File: src/rtl/ecg_pkg.sv
// Shared ECG sample definitions for the divider, capture and filter stages.
package ecg_pkg;
  localparam int ECG_DATA_W = 12;
  typedef logic [ECG_DATA_W-1:0] ecg_sample_t;
endpackage

File: src/rtl/sample_fifo.sv
// Synchronous FIFO with first-word fall-through output.
// Occupancy is tracked in a level counter; full/empty derive from it.
module sample_fifo
  import ecg_pkg::*;
#(
  parameter int DATA_W = ECG_DATA_W,
  parameter int DEPTH  = 8
) (
  input  logic                     clk,
  input  logic                     rst_n,
  input  logic                     push,
  input  logic                     pop,
  input  logic [DATA_W-1:0]        wdata,
  output logic [DATA_W-1:0]        rdata,
  output logic [$clog2(DEPTH):0]   level,
  output logic                     full,
  output logic                     empty
);
  localparam int PTR_W = $clog2(DEPTH);
  localparam int LVL_W = PTR_W + 1;

  logic [DATA_W-1:0] r_mem [DEPTH];
  logic [PTR_W-1:0]  r_wptr, r_rptr;
  logic [LVL_W-1:0]  r_level;
  logic              w_push, w_pop;

  assign empty  = (r_level == '0);
  assign full   = (r_level == LVL_W'(DEPTH));
  // A push into a full FIFO is only legal when a pop frees the head slot.
  assign w_push = push & (~full | pop);
  assign w_pop  = pop & ~empty;
  assign level  = r_level;
  // Output is forced to zero while empty so stale words never show.
  assign rdata  = empty ? '0 : r_mem[r_rptr];

  // Storage write; no reset needed since empty masks the output.
  always_ff @(posedge clk) begin
    if (w_push) r_mem[r_wptr] <= wdata;
  end

  // Pointers wrap modulo DEPTH; level moves by push - pop.
  always_ff @(posedge clk or negedge rst_n) begin
    if (!rst_n) begin
      r_wptr  <= '0;
      r_rptr  <= '0;
      r_level <= '0;
    end else begin
      if (w_push) r_wptr <= r_wptr + PTR_W'(1);
      if (w_pop)  r_rptr <= r_rptr + PTR_W'(1);
      case ({w_push, w_pop})
        2'b10:   r_level <= r_level + LVL_W'(1);
        2'b01:   r_level <= r_level - LVL_W'(1);
        default: r_level <= r_level;
      endcase
    end
  end
endmodule

File: src/rtl/ecg_sample_capture.sv
// Captures one ADC word per smallClk rising edge into a FWFT FIFO and
// streams it out on valid/ready. smallClk comes from a bigClk register,
// so it is edge-detected directly without synchronisation.
module ecg_sample_capture
  import ecg_pkg::*;
#(
  parameter int DATA_W = ECG_DATA_W,
  parameter int DEPTH  = 8,
  parameter int DROP_W = 8
) (
  input  logic                   bigClk,
  input  logic                   rstN,
  input  logic                   smallClk,
  input  logic [DATA_W-1:0]      adcData,
  output logic [DATA_W-1:0]      sampleData,
  output logic                   sampleValid,
  input  logic                   sampleReady,
  output logic [$clog2(DEPTH):0] fillLevel,
  output logic                   overflow,
  input  logic                   overflowClr,
  output logic [DROP_W-1:0]      dropCount
);
  logic              r_prevSmall;
  logic              r_overflow;
  logic [DROP_W-1:0] r_dropCnt;
  logic              w_strobe, w_pop, w_drop, w_full, w_empty;
  logic [DROP_W-1:0] w_cntBase, w_cntNext;

  assign w_strobe    = smallClk & ~r_prevSmall;
  assign w_pop       = ~w_empty & sampleReady;
  assign w_drop      = w_strobe & w_full & ~w_pop;
  assign sampleValid = ~w_empty;
  assign overflow    = r_overflow;
  assign dropCount   = r_dropCnt;

  // Edge detector history; resets high so a level already high is ignored.
  always_ff @(posedge bigClk or negedge rstN) begin
    if (!rstN) r_prevSmall <= 1'b1;
    else       r_prevSmall <= smallClk;
  end

  // Clear applies before a same-cycle drop increment; count saturates.
  always_comb begin
    w_cntBase = overflowClr ? '0 : r_dropCnt;
    w_cntNext = (&w_cntBase) ? w_cntBase : w_cntBase + DROP_W'(1);
  end

  // Sticky overflow flag and dropped-sample counter.
  always_ff @(posedge bigClk or negedge rstN) begin
    if (!rstN) begin
      r_overflow <= 1'b0;
      r_dropCnt  <= '0;
    end else if (w_drop) begin
      r_overflow <= 1'b1;
      r_dropCnt  <= w_cntNext;
    end else if (overflowClr) begin
      r_overflow <= 1'b0;
      r_dropCnt  <= '0;
    end
  end

  sample_fifo #(
    .DATA_W(DATA_W),
    .DEPTH (DEPTH)
  ) u_fifo (
    .clk  (bigClk),
    .rst_n(rstN),
    .push (w_strobe),
    .pop  (w_pop),
    .wdata(adcData),
    .rdata(sampleData),
    .level(fillLevel),
    .full (w_full),
    .empty(w_empty)
  );
endmodule

File: config.mk
export PLATFORM = sky130hd
export DESIGN_NAME = ecg_sample_capture
export DESIGN_NICKNAME = d
export VERILOG_FILES = /design/src/rtl/ecg_pkg.sv /design/src/rtl/sample_fifo.sv /design/src/rtl/ecg_sample_capture.sv
export SDC_FILE = /design/constraint.sdc
export NUM_CORES = 1
export LEC_CHECK = 0
export BUFFER_PORTS_ARGS = -buffer_cell sky130_fd_sc_hd__buf_2
export CAP_MARGIN = 10
export CORE_MARGIN = 2
export CORE_UTILIZATION = 44
export CTS_CLUSTER_DIAMETER = 200
export CTS_CLUSTER_SIZE = 8
export DETAILED_ROUTE_END_ITERATION = 12
export PLACE_DENSITY = 0.71
export SETUP_SLACK_MARGIN = 0.5
export SLEW_MARGIN = 25
export SYNTH_ARGS = -nofsm -noshare
export SYNTH_HDL_FRONTEND = slang
export SYNTH_SLANG_ARGS = --single-unit
File: constraint.sdc
create_clock -name bigClk -period 2.9 [get_ports bigClk]
set_clock_uncertainty 0.2 [all_clocks]
set_input_delay 0.58 -clock bigClk [delete_from_list [all_inputs] [get_ports bigClk]]
set_output_delay 0.58 -clock bigClk [all_outputs]
set_load 0.02 [all_outputs]
-- After elaboration in Yosys (flattened, before gate mapping)
Memories as Yosys holds them, arrays and structs flattened.
Cells that the tools add are included.
- register bits: 20
- memories kept: 1
- input bits: 17
- bits in writable memories: 96
- output and inout bits: 26
- bitwise operators: 11
- eq/ne operators: 3
- reduce and logical (&&, ||, !) cells: 4
- mux-type cells: 9
- add/subtract/negate cells: 5
- memories (name ; depth ; width ; rd ports ; clocked after memory_dff ; write ports ; line ; text):
    u_fifo.r_mem ; 8 ; 12 ; 1 ; 0 ; 1 ; sample_fifo.sv:22 ; logic [DATA_W-1:0] r_mem [DEPTH];
- operators with widths (operator ; count):
    2-to-1 mux 8 bit ; 3
    2-to-1 mux 12 bit ; 1
    adder 8 x 1 -> 8 bit, second input constant ; 1
    one-hot mux 4 bit (2 select lines) ; 1
    AND reduction 8 bit ; 1
    adder 3 x 1 -> 3 bit, second input constant ; 2
    bitwise AND 1 bit ; 6
    adder 4 x 1 -> 4 bit, second input constant ; 1
    equality test 4 bit, second input constant ; 1
    zero test 4 bit ; 1
    2-to-1 mux 1 bit ; 4
    NOT 1 bit ; 4
    nonzero test 2 bit ; 2
    subtractor 4 x 1 -> 4 bit, second input constant ; 1
    equality test 2 x 1 -> 1 bit, second input constant ; 1
    equality test 2 bit, second input constant ; 1
    OR 1 bit ; 1

-- Depth between registers and ports, before layout
Gate-level depths: netlist of run 1.
- depth after elaboration: 7
- depth in mapped cells: 13

-- Cells and area by module
Synthesis of run 1 repeated with hierarchy kept, for this count alone.
- cells, all modules: 261
- area total of the unflattened synthesis: 4765.8 um^2
- modules (own cells, without submodules) (module ; area each (um^2) ; instances ; cells an instance):
    sample_fifo ; 4255.3 ; 1 ; 211
    ecg_sample_capture ; 510.5 ; 1 ; 50

-- Least setup slack after synthesis of run 1
Ideal clock, no wire load.
- path kind: reg-to-reg
- start point: register u_fifo.r_level[2] (netlist: u_fifo.level[2])
- end point: register u_fifo.r_level[2] (netlist: u_fifo.level[2])
- required time: 2.566 ns
- cell stages (with the launch flop): 14
- setup time: 0.134 ns
- slack: 0.030 ns
- clock period less this slack: 2.870 ns
- arrival: 2.536 ns
- path buffers: 1
- cell sequence: dfrtp_1 > or3_1 > buf_2 > nor2_1 > inv_2 > nand2_1 > inv_2 > ha_1 > xor2_1 > ha_1 > a21oi_1 > xor2_1 > nor2_1 > xor2_1
- elaborated cells between the ends (all ways): 14
- classes of those cells: 2 x add/sub; 3 x eq/ne; 1 x mux; 6 x bitwise; 2 x reduce/logical
- RTL lines (element ; line ; text):
    start, declared ; sample_fifo.sv:24 ; logic [LVL_W-1:0] r_level;
    start signal, assigned ; sample_fifo.sv:51 ; 2'b10: r_level <= r_level + LVL_W'(1);
    start signal, assigned ; sample_fifo.sv:52 ; 2'b01: r_level <= r_level - LVL_W'(1);
    start signal, assigned ; sample_fifo.sv:53 ; default: r_level <= r_level;
    zero test 4 bit * ; sample_fifo.sv:27 ; assign empty = (r_level == '0);
    NOT 1 bit * ; n/a ;
    net sampleValid ; ecg_sample_capture.sv:16 ; output logic sampleValid,
    bitwise AND 1 bit ; ecg_sample_capture.sv:30 ; assign w_pop = ~w_empty & sampleReady;
    bitwise AND 1 bit * ; sample_fifo.sv:31 ; assign w_pop = pop & ~empty;
    net u_fifo.w_pop ; sample_fifo.sv:25 ; logic w_push, w_pop;
    equality test 2 x 1 -> 1 bit / equality test 2 bit (equally long branches) ; sample_fifo.sv:50 ; case ({w_push, w_pop})
    one-hot mux 4 bit (2 select lines) / nonzero test 2 bit (equally long branches) ; n/a ;
Mark *: on every way through the listed nets, which the timed path passes. The rest lies on a longest branch.
A chain may end at the register's enable or synchronous reset.

-- Final worst setup path of run 1
- start point: register u_fifo.r_rptr[0]
- end point: output sampleData[3]
- cells in the longest elaborated chain, start to end: 2
- ends and longest elaborated chain (element ; line ; text):
    start, declared ; sample_fifo.sv:23 ; logic [PTR_W-1:0] r_wptr, r_rptr;
    start signal, assigned ; sample_fifo.sv:49 ; if (w_pop) r_rptr <= r_rptr + PTR_W'(1);
    memory read (8 x 12 bit) ; n/a ;
    2-to-1 mux 12 bit ; sample_fifo.sv:34 ; assign rdata = empty ? '0 : r_mem[r_rptr];
    end, declared ; ecg_sample_capture.sv:15 ; output logic [DATA_W-1:0] sampleData,
No other way between the ends.

==> impl_metrics.env, run 1 <==
export IMPL_status="completed"
export IMPL_synth_edf_count=96
export IMPL_slew_headroom_pct=62.7
export IMPL_worstSetupPathType="flip-flop to primary output"
export IMPL_vias_per_cell=5.42
export IMPL_initial_core_util_pct=45.5
export IMPL_grt_overflow=0
export IMPL_first_iter_violations=162
export IMPL_ant_nets=0
export IMPL_period_share_pct=97.7
export IMPL_routed_wl_um=9370
export IMPL_ys_flop_type="edfxtp_1"
export IMPL_clock_latency_ns=0.51
export IMPL_yosysMostFrequentCell="edfxtp_1"
export IMPL_htree_levels=4
export IMPL_cts_root_buf="clkbuf_8"
export IMPL_rows=37
export IMPL_hold_depth=1
export IMPL_maxCapViolCount=0
export IMPL_ys_ff_latch=116
export IMPL_gp_congestion=0.808
export IMPL_yosys_area_top_type="edfxtp_1"
export IMPL_ys_seq_area_share_pct=71.7
export IMPL_cts_inserted_buffers=17
export IMPL_arrival_ns=2.05
export IMPL_min_path_type="primary input to flip-flop"
export IMPL_r2r_setup_slack_ns=0.34
export IMPL_grt_use_total_pct=17.9
export IMPL_required_ns=2.12
export IMPL_rsz0062_at_grt="true"
export IMPL_vias=2658
export IMPL_worst_slack_ns=0.0669
export IMPL_diodes=0
export IMPL_drive_gt1_share_pct=42.4
export IMPL_syn_nets=286
export IMPL_crit_path_max_incr_delay_ns=0.48
export IMPL_path_clk_slew_ns=0.06
export IMPL_ys_top_cells_by_area="edfxtp_1, mux4_2, dfrtp_1"
export IMPL_syn2layout_area_growth_pct=29.3
export IMPL_cp_num_buf_inv=3
export IMPL_tightest_slew_ns=0.555
export IMPL_cts_tree="built"
export IMPL_worst_path_stages=6
export IMPL_path_cells="buf_12 -> buf_16 -> mux4_2 -> mux2i_1 -> nor2_1 -> buf_4"
export IMPL_min_period_ns=2.83
export IMPL_dp_cells=443
export IMPL_num_io_pins=43
export IMPL_fmax_mhz=353
export IMPL_hpwl_um=5490
export IMPL_cts_sinks=116
export IMPL_synth_top_area_share_pct=61.1
export IMPL_r2r_cells=11
export IMPL_die_area_sq_mm=0.0116
export IMPL_die_x_um=108
export IMPL_ir_drop_v=0.000570
export IMPL_dp_slack_ns=0.243
export IMPL_dpl_cell_area_sq_mm=0.00525
export IMPL_fin_cells=490
export IMPL_antenna_found_initial=0
export IMPL_stdcell_area_sq_mm=0.00610
export IMPL_syn_inst=263
export IMPL_drc=0
export IMPL_p_per_area_mw_per_mm2=1030
export IMPL_synth_avg_cell_area_sq_um=17.9
export IMPL_numPortBuffers=42
export IMPL_cp_endpoint="sampleData[3]"
export IMPL_report_final_slew_viol_count=0
export IMPL_die_h_um=108
export IMPL_dr_pass1_iters=4
export IMPL_crit_fanout=5
export IMPL_core_area_sq_mm=0.0104
export IMPL_yosysWarnings=0
export IMPL_timing_rr_end="u_fifo.level[2]"
export IMPL_setup_viol=0
export IMPL_finalSetupTns_ns=0
export IMPL_finalNetCount=365
export IMPL_cts_path_max_buffers=2
export IMPL_grt_pass1_vias=2757
export IMPL_ys_types=40
export IMPL_grt_max_degree=27
export IMPL_power_total_mw=6.26
export IMPL_rr_startpoint="u_fifo.level[0]"
export IMPL_final_hold_viol_count=0
export IMPL_async_reset_ff_share_pct=17.2
export IMPL_worstSetupStartpoint="u_fifo.r_rptr[0]"
export IMPL_synth_top_cells_by_count="edfxtp_1, nor2_1, mux4_2, dfrtp_1, mux2i_1"
export IMPL_grt_pass1_wl_um=14800
export IMPL_path_delay_family="multiplexers"
export IMPL_slowest_stage="mux4_2"
export IMPL_wl_per_cell_um=19.1
export IMPL_leakage_nw=2.25
export IMPL_crit_path_end_kind="primary output"
export IMPL_critPathLaunchType="flip-flop"
export IMPL_synth_area_sq_mm=0.00472
cell type report:
| class | count | area, sq um |
|---|---|---|
| fill | 772 | 4270 |
| clock inverter | 12 | 163 |
| multi-input combinational | 130 | 1380 |
| tap | 136 | 170 |
| sequential | 116 | 3390 |
| inverter | 6 | 30.0 |
| timing repair buffer | 71 | 553 |
| clock buffer | 19 | 422 |
flip-flops by register name (all words and copies together), names as in the netlist:
name,count
u_fifo.r_mem,96
dropCount,8
u_fifo.level,4
u_fifo.r_rptr,3
u_fifo.r_wptr,3
overflow,1
r_prevSmall,1
timing repair:
item                                   CTS  global route
setup buffers                           11             1
pin swaps                               13            10
resized for setup                       20            10
setup endpoints to repair               39            58
hold buffers                             2             0
endpoints found under the hold margin   20             0
cloned                                   2             0
per-layer routing:
metal	GRT usage (%)	vias up	routed length, um
li1	-	1196	-
met1	23.9	1369	3990
met2	27.2	79	4700
met3	6.54	14	528
met4	6.32	0	150
met5	0	-	0
cells by family (layout without fill, tap and decap cells):
| kind of cell | Yosys count | after routing | synth area share (%) |
|---|---|---|---|
| compound gates | 11 | 11 | 1.64 |
| xor+xnor | 11 | 11 | 2.04 |
| fa+ha+maj | 6 | 6 | 1.59 |
| buf+inv | 17 | 108 | 1.43 |
| flops | 116 | 116 | 71.7 |
| mux | 40 | 40 | 15.0 |
| simple gates | 62 | 62 | 6.63 |
stage by stage:
step	hold WS, ns	util (%)
after floorplan	0.0844	-
after global placement	0.296	50.7
after detailed placement	0.314	50.7
after global routing	0.132	58.9
final	0.135	58.9
after CTS	0.118	58.5
power breakdown:
part	internal (mW)	leakage, nW	switching (mW)
clock network	1.37	0.284	0.682
logic	1.04	0.849	1.03
registers	2.00	1.12	0.134
total	4.41	2.25	1.85
worst min path at each step:
| stage | startpoint | endpoint |
|---|---|---|
| final | adcData[2] | u_fifo.r_mem[2][2] |
| after global routing | adcData[3] | u_fifo.r_mem[3][3] |
| after CTS | adcData[2] | u_fifo.r_mem[2][2] |
| after detailed placement | u_fifo.level[2] | u_fifo.level[2] |
| after global placement | u_fifo.level[2] | u_fifo.level[2] |
| after floorplan | rstN | dropCount[0] |
cells in the final DEF, fill, tap and decap left out, types with 2 or more instances in the layout:
cell / count
inv_4: 3
nor2_1: 19
nand2_1: 4
nor2_2: 5
dfrtp_1: 15
clkbuf_16: 16
clkinv_2: 3
mux4_2: 24
nor3_1: 4
inv_1: 3
ha_4: 2
clkbuf_1: 2
dfrtp_2: 4
mux2i_1: 12
nor2b_1: 4
nand2b_1: 4
edfxtp_1: 96
buf_4: 24
a21oi_2: 2
nor3b_1: 2
buf_6: 6
xor2_1: 5
nor3_2: 2
mux2_2: 2
xnor2_1: 6
nor4_1: 2
buf_12: 3
buf_2: 34
clkinv_1: 3
bufinv_16: 4
buf_16: 2
dlygate4sd3_1: 2
ha_1: 3
nand3_1: 4
worst reg2reg max path, cell delays in order, from the launching register on:
cell and delay (ns):
dfrtp_2 0.40, or3_4 0.41, buf_6 0.13, o311a_4 0.32
inv_4 0.08, ha_4 0.14, xor2_1 0.15, ha_2 0.20
a21oi_2 0.05, xor2_1 0.14, nor2_1 0.12, xor2_1 0.14
No activity file was read; power rests on OpenSTA's default activity.
==> run 2: changes to the inputs <==
- CORE_UTILIZATION: 44 -> 30
- CTS_CLUSTER_DIAMETER: 200 -> 40
- PLACE_DENSITY: 0.71 -> 0.55
==> run 2 against run 1 <==
- maximum frequency grew 2.0%
- highest routed layer unchanged
- core utilization shrank 19 points
- sequential power is essentially flat
- largest power group unchanged
- hold slack lost 0.030 ns
- total power shrank 1.9%
- worst setup slack gained 0.056 ns
==> impl_metrics.env, run 2 (same netlist as run 1, synthesis figures left out) <==
export IMPL_die_x_um=129
export IMPL_cp_num_buf_inv=3
export IMPL_die_area_sq_mm=0.0168
export IMPL_period_share_pct=95.8
export IMPL_path_delay_family="multiplexers"
export IMPL_stdcell_area_sq_mm=0.00616
export IMPL_min_period_ns=2.78
export IMPL_hpwl_um=5980
export IMPL_p_per_area_mw_per_mm2=998
export IMPL_drc=0
export IMPL_cts_sinks=116
export IMPL_arrival_ns=2.00
export IMPL_dpl_cell_area_sq_mm=0.00535
export IMPL_drive_gt1_share_pct=42.1
export IMPL_grt_pass1_wl_um=14900
export IMPL_grt_use_total_pct=12.4
export IMPL_layout_common_cells="edfxtp_1, buf_2, buf_4"
export IMPL_hold_depth=1
export IMPL_worstSetupPathType="flip-flop to primary output"
export IMPL_wl_per_cell_um=17.0
export IMPL_initial_core_util_pct=30.8
export IMPL_core_area_sq_mm=0.0153
export IMPL_min_path_type="primary input to flip-flop"
export IMPL_crit_fanout=7
export IMPL_ant_nets=0
export IMPL_gp_congestion=0.705
export IMPL_first_iter_violations=163
export IMPL_grt_pass1_vias=2670
export IMPL_vias_per_cell=4.53
export IMPL_fin_util_pct=40.2
export IMPL_finalSetupTns_ns=0
export IMPL_dr_pass1_iters=6
export IMPL_fill_cells=1423
export IMPL_cts_inserted_buffers=17
export IMPL_die_h_um=129
export IMPL_clock_latency_ns=0.41
export IMPL_path_cells="buf_4 -> buf_12 -> mux4_2 -> mux2i_2 -> nor2_1 -> buf_4"
export IMPL_finalNetCount=369
export IMPL_num_io_pins=43
export IMPL_required_ns=2.12
export IMPL_cts_root_buf="clkbuf_16"
export IMPL_slew_headroom_pct=63.2
export IMPL_antenna_found_initial=0
export IMPL_vias=2581
export IMPL_critPathLaunchType="flip-flop"
export IMPL_path_clk_slew_ns=0.05
export IMPL_status="completed"
export IMPL_maxCapViolCount=0
export IMPL_routed_wl_um=9670
export IMPL_ir_drop_v=0.000452
export IMPL_setup_viol=0
export IMPL_r2r_cells=10
export IMPL_mostFrequentLayoutCell="edfxtp_1"
export IMPL_slowest_stage="mux4_2"
export IMPL_syn2layout_area_growth_pct=30.5
export IMPL_grt_overflow=0
export IMPL_report_final_slew_viol_count=0
export IMPL_leakage_nw=2.24
export IMPL_largest_reg_flops=96
export IMPL_tightest_slew_ns=0.547
export IMPL_htree_levels=4
export IMPL_diodes=0
export IMPL_grt_max_degree=21
export IMPL_critPathMostFrequentCell="buf_4"
export IMPL_final_hold_viol_count=0
export IMPL_rsz0062_at_grt="true"
export IMPL_rows=45
export IMPL_worst_path_stages=6
export IMPL_whs_ns=0.105
export IMPL_cts_tree="built"
export IMPL_crit_path_end_kind="primary output"
export IMPL_numPortBuffers=42
export IMPL_cts_path_max_buffers=2
export IMPL_fmax_mhz=360
export IMPL_top_register="u_fifo.r_mem"
export IMPL_crit_path_max_incr_delay_ns=0.50
run 2: cell count changes in the layout (fill, tap and decap cells not counted), moves of 2 or more:
| cell | delta |
|---|---|
| inv_6 | +2 |
| nor2_1 | +4 |
| buf_6 | -2 |
| nor2_2 | -4 |
| buf_2 | +5 |
| bufinv_16 | -2 |
| clkbuf_16 | +2 |
| buf_4 | +2 |
run 2: repair_timing:
| action | CTS | global route |
|---|---|---|
| pin swaps | 13 | 9 |
| setup endpoints to repair | 22 | 22 |
| resized for setup | 16 | 6 |
| gates cloned | 1 | 1 |
| endpoints found under the hold margin | 19 | 0 |
| hold buffers | 1 | 0 |
| setup buffers | 9 | 4 |
run 2: cell type report:
class                      count  area (sq um)  share of cell area [%]
sequential                   116          3390                    55.0
multi-input combinational    130          1350                    21.9
timing repair buffer          75           558                    9.06
clock buffer                  18           429                    6.97
tap                          211           264                    4.29
clock inverter                14           136                    2.21
inverter                       6          30.0                   0.488
run 2: worst paths after layout:
kind                            slack [ns]         endpoint             start
worst max-delay path                  0.12    sampleData[1]  u_fifo.r_rptr[0]
worst min-delay path                  0.11      r_prevSmall          smallClk
worst max register to register        0.42  u_fifo.level[3]   u_fifo.level[2]
worst min register to register        0.33         overflow          overflow
max in group asynchronous             1.69  u_fifo.level[1]              rstN
min in group asynchronous             0.46     dropCount[0]              rstN
run 2: power breakdown:
part           switching [mW]  leakage (nW)  internal (mW)
clock network           0.721         0.273           1.25
registers               0.113          1.12           2.00
logic                    1.05         0.853           1.01
total                    1.88          2.24           4.26
run 2: per-layer routing:
metal  vias up  wire, um  global-route usage (%)
met3         4       302                    4.50
met2        47      4940                    20.0
met4         0        66                    4.93
li1       1196         -                       -
met1      1334      4360                    15.4
met5         -         0                       0
run 2: metrics by stage:
stage / std cells / total power [mW] / setup WS, ns
detailed placement: 522 / 3.91 / 0.216
finish: 570 / 6.15 / 0.123
global placement: 522 / 3.89 / 0.261
floorplan: 263 / 3.39 / 0.304
global route: 570 / 6.47 / 0.0415
CTS: 565 / 6.12 / 0.123
==> run 3: changes to the inputs <==
- REMOVE_ABC_BUFFERS: default -> 1
==> run 3 against run 2 <==
- worst setup slack better by 0.015 ns
- hold slack gained 0.0047 ns
- via count down 1.3%
- register-to-register slack improved by 0.02 ns
- die area unchanged
- sequential share of layout area grew 0.22 points
- critical path type unchanged
- clock power up 2%
- largest power group unchanged
- critical path depth is the same
==> impl_metrics.env, run 3 (same netlist as run 1, synthesis figures left out) <==
export IMPL_status="completed"
export IMPL_antenna_found_initial=0
export IMPL_cts_inserted_buffers=17
export IMPL_syn2layout_area_growth_pct=29.9
export IMPL_whs_ns=0.110
export IMPL_hpwl_um=5680
export IMPL_grt_pass1_wl_um=15300
export IMPL_first_iter_violations=151
export IMPL_final_hold_viol_count=0
export IMPL_leakage_nw=2.21
export IMPL_maxCapViolCount=0
export IMPL_cts_path_max_buffers=2
export IMPL_slew_headroom_pct=63.9
export IMPL_worstSetupPathType="flip-flop to primary output"
export IMPL_cts_tree="built"
export IMPL_critPathLaunchType="flip-flop"
export IMPL_crit_path_max_incr_delay_ns=0.51
export IMPL_setup_viol=0
export IMPL_gp_congestion=0.766
export IMPL_grt_use_total_pct=12.7
export IMPL_core_area_sq_mm=0.0153
export IMPL_p_per_area_mw_per_mm2=1010
export IMPL_num_io_pins=43
export IMPL_required_ns=2.12
export IMPL_fmax_mhz=362
export IMPL_min_period_ns=2.76
export IMPL_drive_gt1_share_pct=39.4
export IMPL_cts_sinks=116
export IMPL_fill_cells=1425
export IMPL_dr_pass1_iters=4
export IMPL_die_area_sq_mm=0.0168
export IMPL_layout_common_cells="edfxtp_1, buf_2, mux4_2, nor2_1, buf_4"
export IMPL_report_final_slew_viol_count=0
export IMPL_top_register="u_fifo.r_mem"
export IMPL_die_h_um=129
export IMPL_numPortBuffers=42
export IMPL_diodes=0
export IMPL_crit_fanout=6
export IMPL_path_cells="buf_6 -> buf_12 -> mux4_2 -> mux2i_2 -> nor2_1 -> buf_2"
export IMPL_finalNetCount=363
export IMPL_routed_wl_um=9810
export IMPL_largest_reg_flops=96
export IMPL_tightest_slew_ns=0.537
export IMPL_drc=0
export IMPL_rows=45
export IMPL_min_path_type="primary input to flip-flop"
export IMPL_grt_overflow=0
export IMPL_vias=2548
export IMPL_slowest_stage="mux4_2"
export IMPL_rsz0062_at_grt="true"
export IMPL_path_clk_slew_ns=0.05
export IMPL_clock_latency_ns=0.40
export IMPL_arrival_ns=1.98
export IMPL_mostFrequentLayoutCell="edfxtp_1"
export IMPL_wl_per_cell_um=17.4
export IMPL_seq_area_sq_mm=0.00339
export IMPL_period_share_pct=95.3
export IMPL_die_x_um=129
export IMPL_crit_path_end_kind="primary output"
export IMPL_vias_per_cell=4.52
export IMPL_ant_nets=0
export IMPL_grt_max_degree=21
export IMPL_multiInputGateArea_sq_mm=0.00135
export IMPL_ir_drop_v=0.000483
export IMPL_grt_pass1_vias=2706
export IMPL_power_total_mw=6.20
export IMPL_initial_core_util_pct=30.8
export IMPL_finalSetupTns_ns=0
export IMPL_cts_root_buf="clkbuf_16"
export IMPL_htree_levels=4
run 3: cell types whose count changed in the layout (fill, tap and decap cells not counted), sizes merged:
cell      delta
buf          -5
clkbuf       +2
clkinv       -4
clkinvlp     +2
bufinv       +1
inv          -2
run 3: report_power, final:
| group | switching, mW | internal [mW] | leakage (nW) |
|---|---|---|---|
| logic | 1.03 | 1.02 | 0.826 |
| registers | 0.129 | 2.00 | 1.12 |
| clock network | 0.684 | 1.34 | 0.263 |
run 3: critical path, delay by kind of cell, from the launching register on:
family / cells / cell delay, ns
buffers and inverters: 3 / 0.40
flip-flops: 1 / 0.43
multiplexers: 2 / 0.70
AND/OR/NAND/NOR: 1 / 0.05
run 3: final timing paths:
path | start | endpoint | slack, ns | depth (start not counted)
setup / recovery | u_fifo.r_rptr[0] | sampleData[2] | 0.14 | 6
hold / removal | smallClk | r_prevSmall | 0.11 | 1
setup reg to reg | u_fifo.level[2] | u_fifo.level[2] | 0.44 | 12
hold reg to reg | u_fifo.r_rptr[2] | u_fifo.r_rptr[2] | 0.29 | 1
max in group asynchronous | rstN | u_fifo.r_rptr[0] | 1.67 | 2
min in group asynchronous | rstN | u_fifo.level[1] | 0.47 | 2
run 3: metal layers:
layer  global-route usage [%]  wire (um)  vias to the layer above
met3                     4.62        452                        9
met2                     21.9       4990                       58
met4                     3.61         88                        0
met5                        0          0                        -
met1                     15.0       4280                     1295
li1                         -          -                     1186
run 3: layout make-up:
cell class	count	share of cell area, %
Inverter	6	0.449
Sequential cell	116	55.3
Multi-Input combinational cell	130	21.9
Clock buffer	21	7.19
Tap cell	211	4.31
Clock inverter	11	2.20
Timing Repair Buffer	69	8.64
run 3: timing repair:
action | CTS | global route
buffers inserted | 7 | 1
setup endpoints to repair | 16 | 15
cloned | 3 | 0
pin swaps | 7 | 9
gates resized for setup | 22 | 5
hold buffers | 1 | 0
hold endpoints to repair | 19 | 0
run 3: stage by stage:
stage	util (%)	std cells	instance area, sq um	setup WS (ns)
detailed placement	34.6	520	5300	0.0623
global route	40.0	564	6130	0.0527
floorplan	-	252	4670	-0.297
finish	40.0	564	6130	0.138
global placement	34.6	520	5300	0.125
CTS	39.8	563	6100	0.121
